<file path="src/rtl/key_cond_pkg.sv">
// Shared types and constants for the pushbutton conditioner.
//   kc_state_t      per-channel debounce FSM state
//   KC_SYNC_STAGES  depth of the input synchronizer
//   kc_cnt_w()      width of a counter that must reach max(a,b) without wrapping
package key_cond_pkg;

    typedef enum logic [1:0] {
        KC_RELEASED,
        KC_PRESS_WAIT,
        KC_PRESSED,
        KC_RELEASE_WAIT
    } kc_state_t;

    localparam int KC_SYNC_STAGES = 2;

    function automatic int kc_cnt_w(input int a, input int b);
        return $clog2(((a > b) ? a : b) + 1);
    endfunction

endpackage

</file>
<file path="src/rtl/key_debounce_ch.sv">
// One pushbutton channel: 2-FF synchronizer, debounce FSM, optional hold counter.
// Optional feature macro: KEY_LONGPRESS_EN (long-press detection).
// Ports:
//   clk      clock, rising edge
//   rst_n    asynchronous active-low reset
//   key_n    raw button, 0 = pressed, asynchronous to clk
//   pulse    one-cycle high when a press is accepted
//   level    debounced level, 1 = held
//   long_p   one-cycle high when a press has been held LONG_CYC cycles (0 without macro)
module key_debounce_ch
    import key_cond_pkg::*;
#(
    parameter int DEBOUNCE_CYC = 20000,
    parameter int LONG_CYC     = 1500000
) (
    input  logic clk,
    input  logic rst_n,
    input  logic key_n,
    output logic pulse,
    output logic level,
    output logic long_p
);

    localparam int CW = kc_cnt_w(DEBOUNCE_CYC, LONG_CYC);
    localparam logic [CW-1:0] DB_LAST = CW'(DEBOUNCE_CYC - 1);
    localparam logic [CW-1:0] CNT_MAX = '1;
    localparam logic [CW-1:0] CNT_ONE = CW'(1);

    logic [KC_SYNC_STAGES-1:0] sync;
    logic                      dn;
    kc_state_t                 state;
    logic [CW-1:0]             cnt;

    // Reset to all-ones: a released button, so reset never looks like a press edge.
    always_ff @(posedge clk or negedge rst_n) begin
        if (!rst_n) sync <= '1;
        else        sync <= {sync[KC_SYNC_STAGES-2:0], key_n};
    end

    assign dn = ~sync[KC_SYNC_STAGES-1];

    always_ff @(posedge clk or negedge rst_n) begin
        if (!rst_n) begin
            state <= KC_RELEASED;
            cnt   <= '0;
            pulse <= 1'b0;
            level <= 1'b0;
        end else begin
            pulse <= 1'b0;
            case (state)
                KC_RELEASED: begin
                    if (dn) begin
                        state <= KC_PRESS_WAIT;
                        cnt   <= CNT_ONE;
                    end
                end
                KC_PRESS_WAIT: begin
                    if (!dn) begin
                        state <= KC_RELEASED;
                        cnt   <= '0;
                    end else if (cnt == DB_LAST) begin
                        state <= KC_PRESSED;
                        cnt   <= '0;
                        pulse <= 1'b1;
                        level <= 1'b1;
                    end else if (cnt != CNT_MAX) begin
                        cnt <= cnt + CNT_ONE;
                    end
                end
                KC_PRESSED: begin
                    if (!dn) begin
                        state <= KC_RELEASE_WAIT;
                        cnt   <= CNT_ONE;
                    end
                end
                KC_RELEASE_WAIT: begin
                    if (dn) begin
                        state <= KC_PRESSED;
                        cnt   <= '0;
                    end else if (cnt == DB_LAST) begin
                        state <= KC_RELEASED;
                        cnt   <= '0;
                        level <= 1'b0;
                    end else if (cnt != CNT_MAX) begin
                        cnt <= cnt + CNT_ONE;
                    end
                end
                default: begin
                    state <= KC_RELEASED;
                    cnt   <= '0;
                    level <= 1'b0;
                end
            endcase
        end
    end

`ifdef KEY_LONGPRESS_EN
    localparam logic [CW-1:0] LONG_V    = CW'(LONG_CYC);
    localparam logic [CW-1:0] LONG_LAST = CW'(LONG_CYC - 1);

    logic [CW-1:0] hold;

    // Counts only while in PRESSED, so a release bounce (RELEASE_WAIT -> PRESSED)
    // resumes where it left off. Clearing while in RELEASED is equivalent to
    // clearing on entry, since every new press passes through RELEASED first.
    // Stopping at LONG_V makes the long pulse fire once per press.
    always_ff @(posedge clk or negedge rst_n) begin
        if (!rst_n) begin
            hold   <= '0;
            long_p <= 1'b0;
        end else begin
            long_p <= 1'b0;
            if (state == KC_RELEASED) begin
                hold <= '0;
            end else if (state == KC_PRESSED && hold != LONG_V) begin
                hold <= hold + CNT_ONE;
                if (hold == LONG_LAST) long_p <= 1'b1;
            end
        end
    end
`else
    assign long_p = 1'b0;
`endif

endmodule

</file>
<file path="src/rtl/key_conditioner.sv">
// Conditions raw active-low bouncy pushbuttons into clean one-cycle press pulses
// for the recorder control FSM (key 0 = record, 1 = play, 2 = stop).
// Channels are fully independent; simultaneous presses pulse together and the
// consumer resolves priority.
// Optional feature macro: KEY_LONGPRESS_EN (enables o_key_long).
// Ports:
//   i_clk        clock (audio bit clock), rising edge
//   i_rst_n      asynchronous active-low reset
//   i_key_n      raw buttons, 0 = pressed
//   o_key_pulse  one-cycle pulse per accepted press
//   o_key_level  debounced level, 1 = held
//   o_key_long   one-cycle pulse per long press (constant 0 without macro)
module key_conditioner
    import key_cond_pkg::*;
#(
    parameter int NUM_KEYS     = 3,
    parameter int DEBOUNCE_CYC = 20000,
    parameter int LONG_CYC     = 1500000
) (
    input  logic                i_clk,
    input  logic                i_rst_n,
    input  logic [NUM_KEYS-1:0] i_key_n,
    output logic [NUM_KEYS-1:0] o_key_pulse,
    output logic [NUM_KEYS-1:0] o_key_level,
    output logic [NUM_KEYS-1:0] o_key_long
);

    for (genvar g = 0; g < NUM_KEYS; g++) begin : g_ch
        key_debounce_ch #(
            .DEBOUNCE_CYC (DEBOUNCE_CYC),
            .LONG_CYC     (LONG_CYC)
        ) u_ch (
            .clk    (i_clk),
            .rst_n  (i_rst_n),
            .key_n  (i_key_n[g]),
            .pulse  (o_key_pulse[g]),
            .level  (o_key_level[g]),
            .long_p (o_key_long[g])
        );
    end

endmodule

</file>
<file path="config.mk">
export PLATFORM = sky130hd
export DESIGN_NAME = key_conditioner
export DESIGN_NICKNAME = d
export VERILOG_FILES = /design/src/rtl/key_cond_pkg.sv /design/src/rtl/key_debounce_ch.sv /design/src/rtl/key_conditioner.sv
export SDC_FILE = /design/constraint.sdc
export NUM_CORES = 1
export LEC_CHECK = 0
export ABC_AREA = 1
export BUFFER_PORTS_ARGS = -buffer_cell sky130_fd_sc_hd__buf_4
export CORE_ASPECT_RATIO = 2
export CORE_UTILIZATION = 63
export DETAILED_ROUTE_END_ITERATION = 16
export PLACE_DENSITY = 0.8
export SYNTH_ARGS = -nofsm -noshare
export SYNTH_HDL_FRONTEND = slang
export SYNTH_SLANG_ARGS = --single-unit
</file>
<file path="constraint.sdc">
create_clock -name i_clk -period 2.1 [get_ports i_clk]
set_clock_uncertainty 0.15 [all_clocks]
set_input_delay 0.315 -clock i_clk [delete_from_list [all_inputs] [get_ports i_clk]]
set_output_delay 0.315 -clock i_clk [all_outputs]
set_load 0.02 [all_outputs]
</file>
==> results.yml <==
cts:
  cts_tree: "built"
  cts_max_path_buffers: 2
  tritoncts.num_buffers: 9
  clk_pin_slew_worst_paths_ns: 0.06
  h-tree-depth: 3
  cts_sinks: 81
  cts_root_buffer: "clkbuf_16"
  insertion_delay_ns: 0.34
run:
  max_cap_viol_count: 0
die:
  fp-row-count: 46
  die_y_um: 130
  num_io_pins: 14
  die_w_um: 65.9
  core_um2: 7940
  start_util_pct: 64.7
  die-area_um2: 8550
yosys:
  synth_top_flop_cell: "dfrtp_1"
  synth.most_common_cell: "nand2_1"
  synthTopCellsByArea: "dfrtp_1 (37%), nand2_1 (15%), nand3_1 (12%)"
  ys_seq_area_share_pct: 39.6
  synth_edf_count: 0
  yosys.area.top_type: "dfrtp_1"
  synth_cell_type_count: 34
  yosys_warnings: 0
  synth-seq-cells: 81
  syn_area_um2: 5140
  syn-mean-instance-area_um2: 6.76
  synth_top_area_share_pct: 36.5
  postSynthCellCount: 760
  synth_common_cells: "nand2_1 (211), nand3_1 (124), nor2_1 (90)"
  async_flop_share_pct: 100
setup_path:
  cp_max_fo: 14
  crit_type: "reg2reg"
  crit_path_start_kind: "register"
  timing.critical_path.from: "g_ch[2].u_ch.cnt[1]"
  cp_slowest_cell: "dfrtp_1"
  path_cells: "ha_2, inv_1, nor2_2, nand2_1, nor2_4, nand3_4, a21oi_1, o21ai_1"
  crit_required_ns: 2.17
  worst_path_largest_cell_delay_ns: 0.39
  crit_arrival_ns: 2.08
  critical_path.endpoint_type: "register"
  r2r_start: "g_ch[2].u_ch.cnt[1]"
cells_and_area:
  nets: 793
  final_core_util_pct: 72.3
  drive_above_1_share_pct: 11.0
  area_growth_pct: 11.7
  diodes: 0
global_routing:
  grt_pass1_wl_um: 21200
  grt_antenna_before_repair: 0
  grt_pass1_vias: 4831
  grt_max_degree: 49
  track_usage_pct: 32.3
  grt_overflow: 0
detailed_routing:
  dr.pass1.iters: 5
  routed_wl_um: 13100
  vias: 5170
  viasPerCell: 5.84
  ant_nets: 0
  wl_per_cell_um: 14.8
  route.detailed.drc: 0
  drt-initial-drc-count: 396
timing:
  setup_viol: 0
  tightestPinTransition_ns: 0.645
  relSlewSlack_pct: 57.0
  finalHoldViolCount: 0
  fmax_ghz: 0.498
  period_minus_slack_ns: 2.01
  whs_ns: 0.203
  finalCritPeriodShare_pct: 95.7
  drv_slew: 0
  setup_tns_ns: 0
  setup_slack_ns: 0.0901
power_and_ir_drop:
  ir_drop_mv: 0.764
  power.density_nw_per_um2: 764
  p_leak_uw: 0.00258
placement:
  dp_slack_ns: 0.0469
  port_buffers: 10
  gp_congestion: 0.923
  hpwl_um: 9390
hold_path:
  hp-class: "reg2reg"
  hp-start: "g_ch[0].u_ch.sync[0]"
run_status:
  status: "completed"
## kinds of logic after synthesis
family | after synthesis | share of synthesized area, %
AO/OA/AOI/OAI | 92 | 9.35
XOR/XNOR | 1 | 0.170
adder cells (fa/ha/maj) | 3 | 0.730
buffers and inverters | 111 | 9.64
flip-flops | 81 | 39.6
other | 1 | 0.0729
AND/OR/NAND/NOR | 471 | 40.5
## cells in the final DEF (no fill, tap or decap), types with 4 or more instances in the layout
cell type / count
nand2_1: 211
nand3_1: 124
nor2_1: 89
inv_1: 79
dfrtp_1: 74
a21oi_1: 38
buf_4: 32
o21ai_1: 25
o21ai_0: 21
nand4_1: 18
clkbuf_16: 9
nor2_2: 6
or2_2: 6
dfstp_2: 6
nor3_1: 5
inv_2: 4
dlygate4sd3_1: 4
## timing repair
action                     CTS  global route
hold buffers                 4             0
setup buffers                0             6
gates resized for setup      0             9
hold endpoints to repair    42             0
setup endpoints to repair    0            45
## path summary, 6_finish.rpt
| path | to | slack (ns) | cells after the start |
|---|---|---|---|
| worst max-delay path | g_ch[2].u_ch.cnt[5] | 0.09 | 8 |
| worst max register to register | g_ch[2].u_ch.cnt[5] | 0.09 | 8 |
| min in group asynchronous | g_ch[0].u_ch.pulse | 0.40 | 2 |
| worst min register to register | g_ch[0].u_ch.sync[1] | 0.20 | 0 |
| max in group asynchronous | g_ch[2].u_ch.cnt[11] | 0.82 | 3 |
| worst min-delay path | g_ch[0].u_ch.sync[1] | 0.20 | 0 |
## per-stage QoR
step / power, µW / cell area (µm²) / std cells
floorplan: 2470 / 5150 / 762
global placement: 2750 / 5310 / 858
detailed placement: 2780 / 5310 / 858
CTS: 4330 / 5640 / 878
global route: 4620 / 5740 / 886
finish: 4390 / 5740 / 886
## metal layers
metal	routed length, µm	global-route usage [%]	part of all wire [%]
met1	4950	35.1	38
met2	6920	57.7	53
met3	498	4.20	3.8
met4	703	19.9	5.4
met5	0	0	0
## cell type report
cell class / instances / area [µm²]
clock buffer: 11 / 233
sequential: 81 / 2040
multi-input combinational: 572 / 2670
inverter: 83 / 312
fill: 658 / 2200
timing repair buffer: 38 / 312
tap: 96 / 120
clock inverter: 5 / 56.3
## power breakdown
| group | switching [µW] | total [µW] | internal, µW |
|---|---|---|---|
| clock | 633 | 1550 | 920 |
| combinational | 647 | 988 | 342 |
| sequential | 165 | 1840 | 1680 |
| total | 1440 | 4390 | 2940 |
## worst max-delay path: cells and delay by family, from the launching register on
kind	cells	cell delay, ns
AO/OA/AOI/OAI	2	0.29
adder cells (fa/ha/maj)	1	0.23
buffers and inverters	1	0.06
flip-flops	1	0.39
AND/OR/NAND/NOR	4	0.76
## sequential cells by signal (all words and copies together) (netlist names), named ones only
name             cells
g_ch.u_ch.sync       6
g_ch.u_ch.level      3
g_ch.u_ch.state      3
g_ch.u_ch.cnt       63
g_ch.u_ch.pulse      3
(Power assumes the default switching activity.)
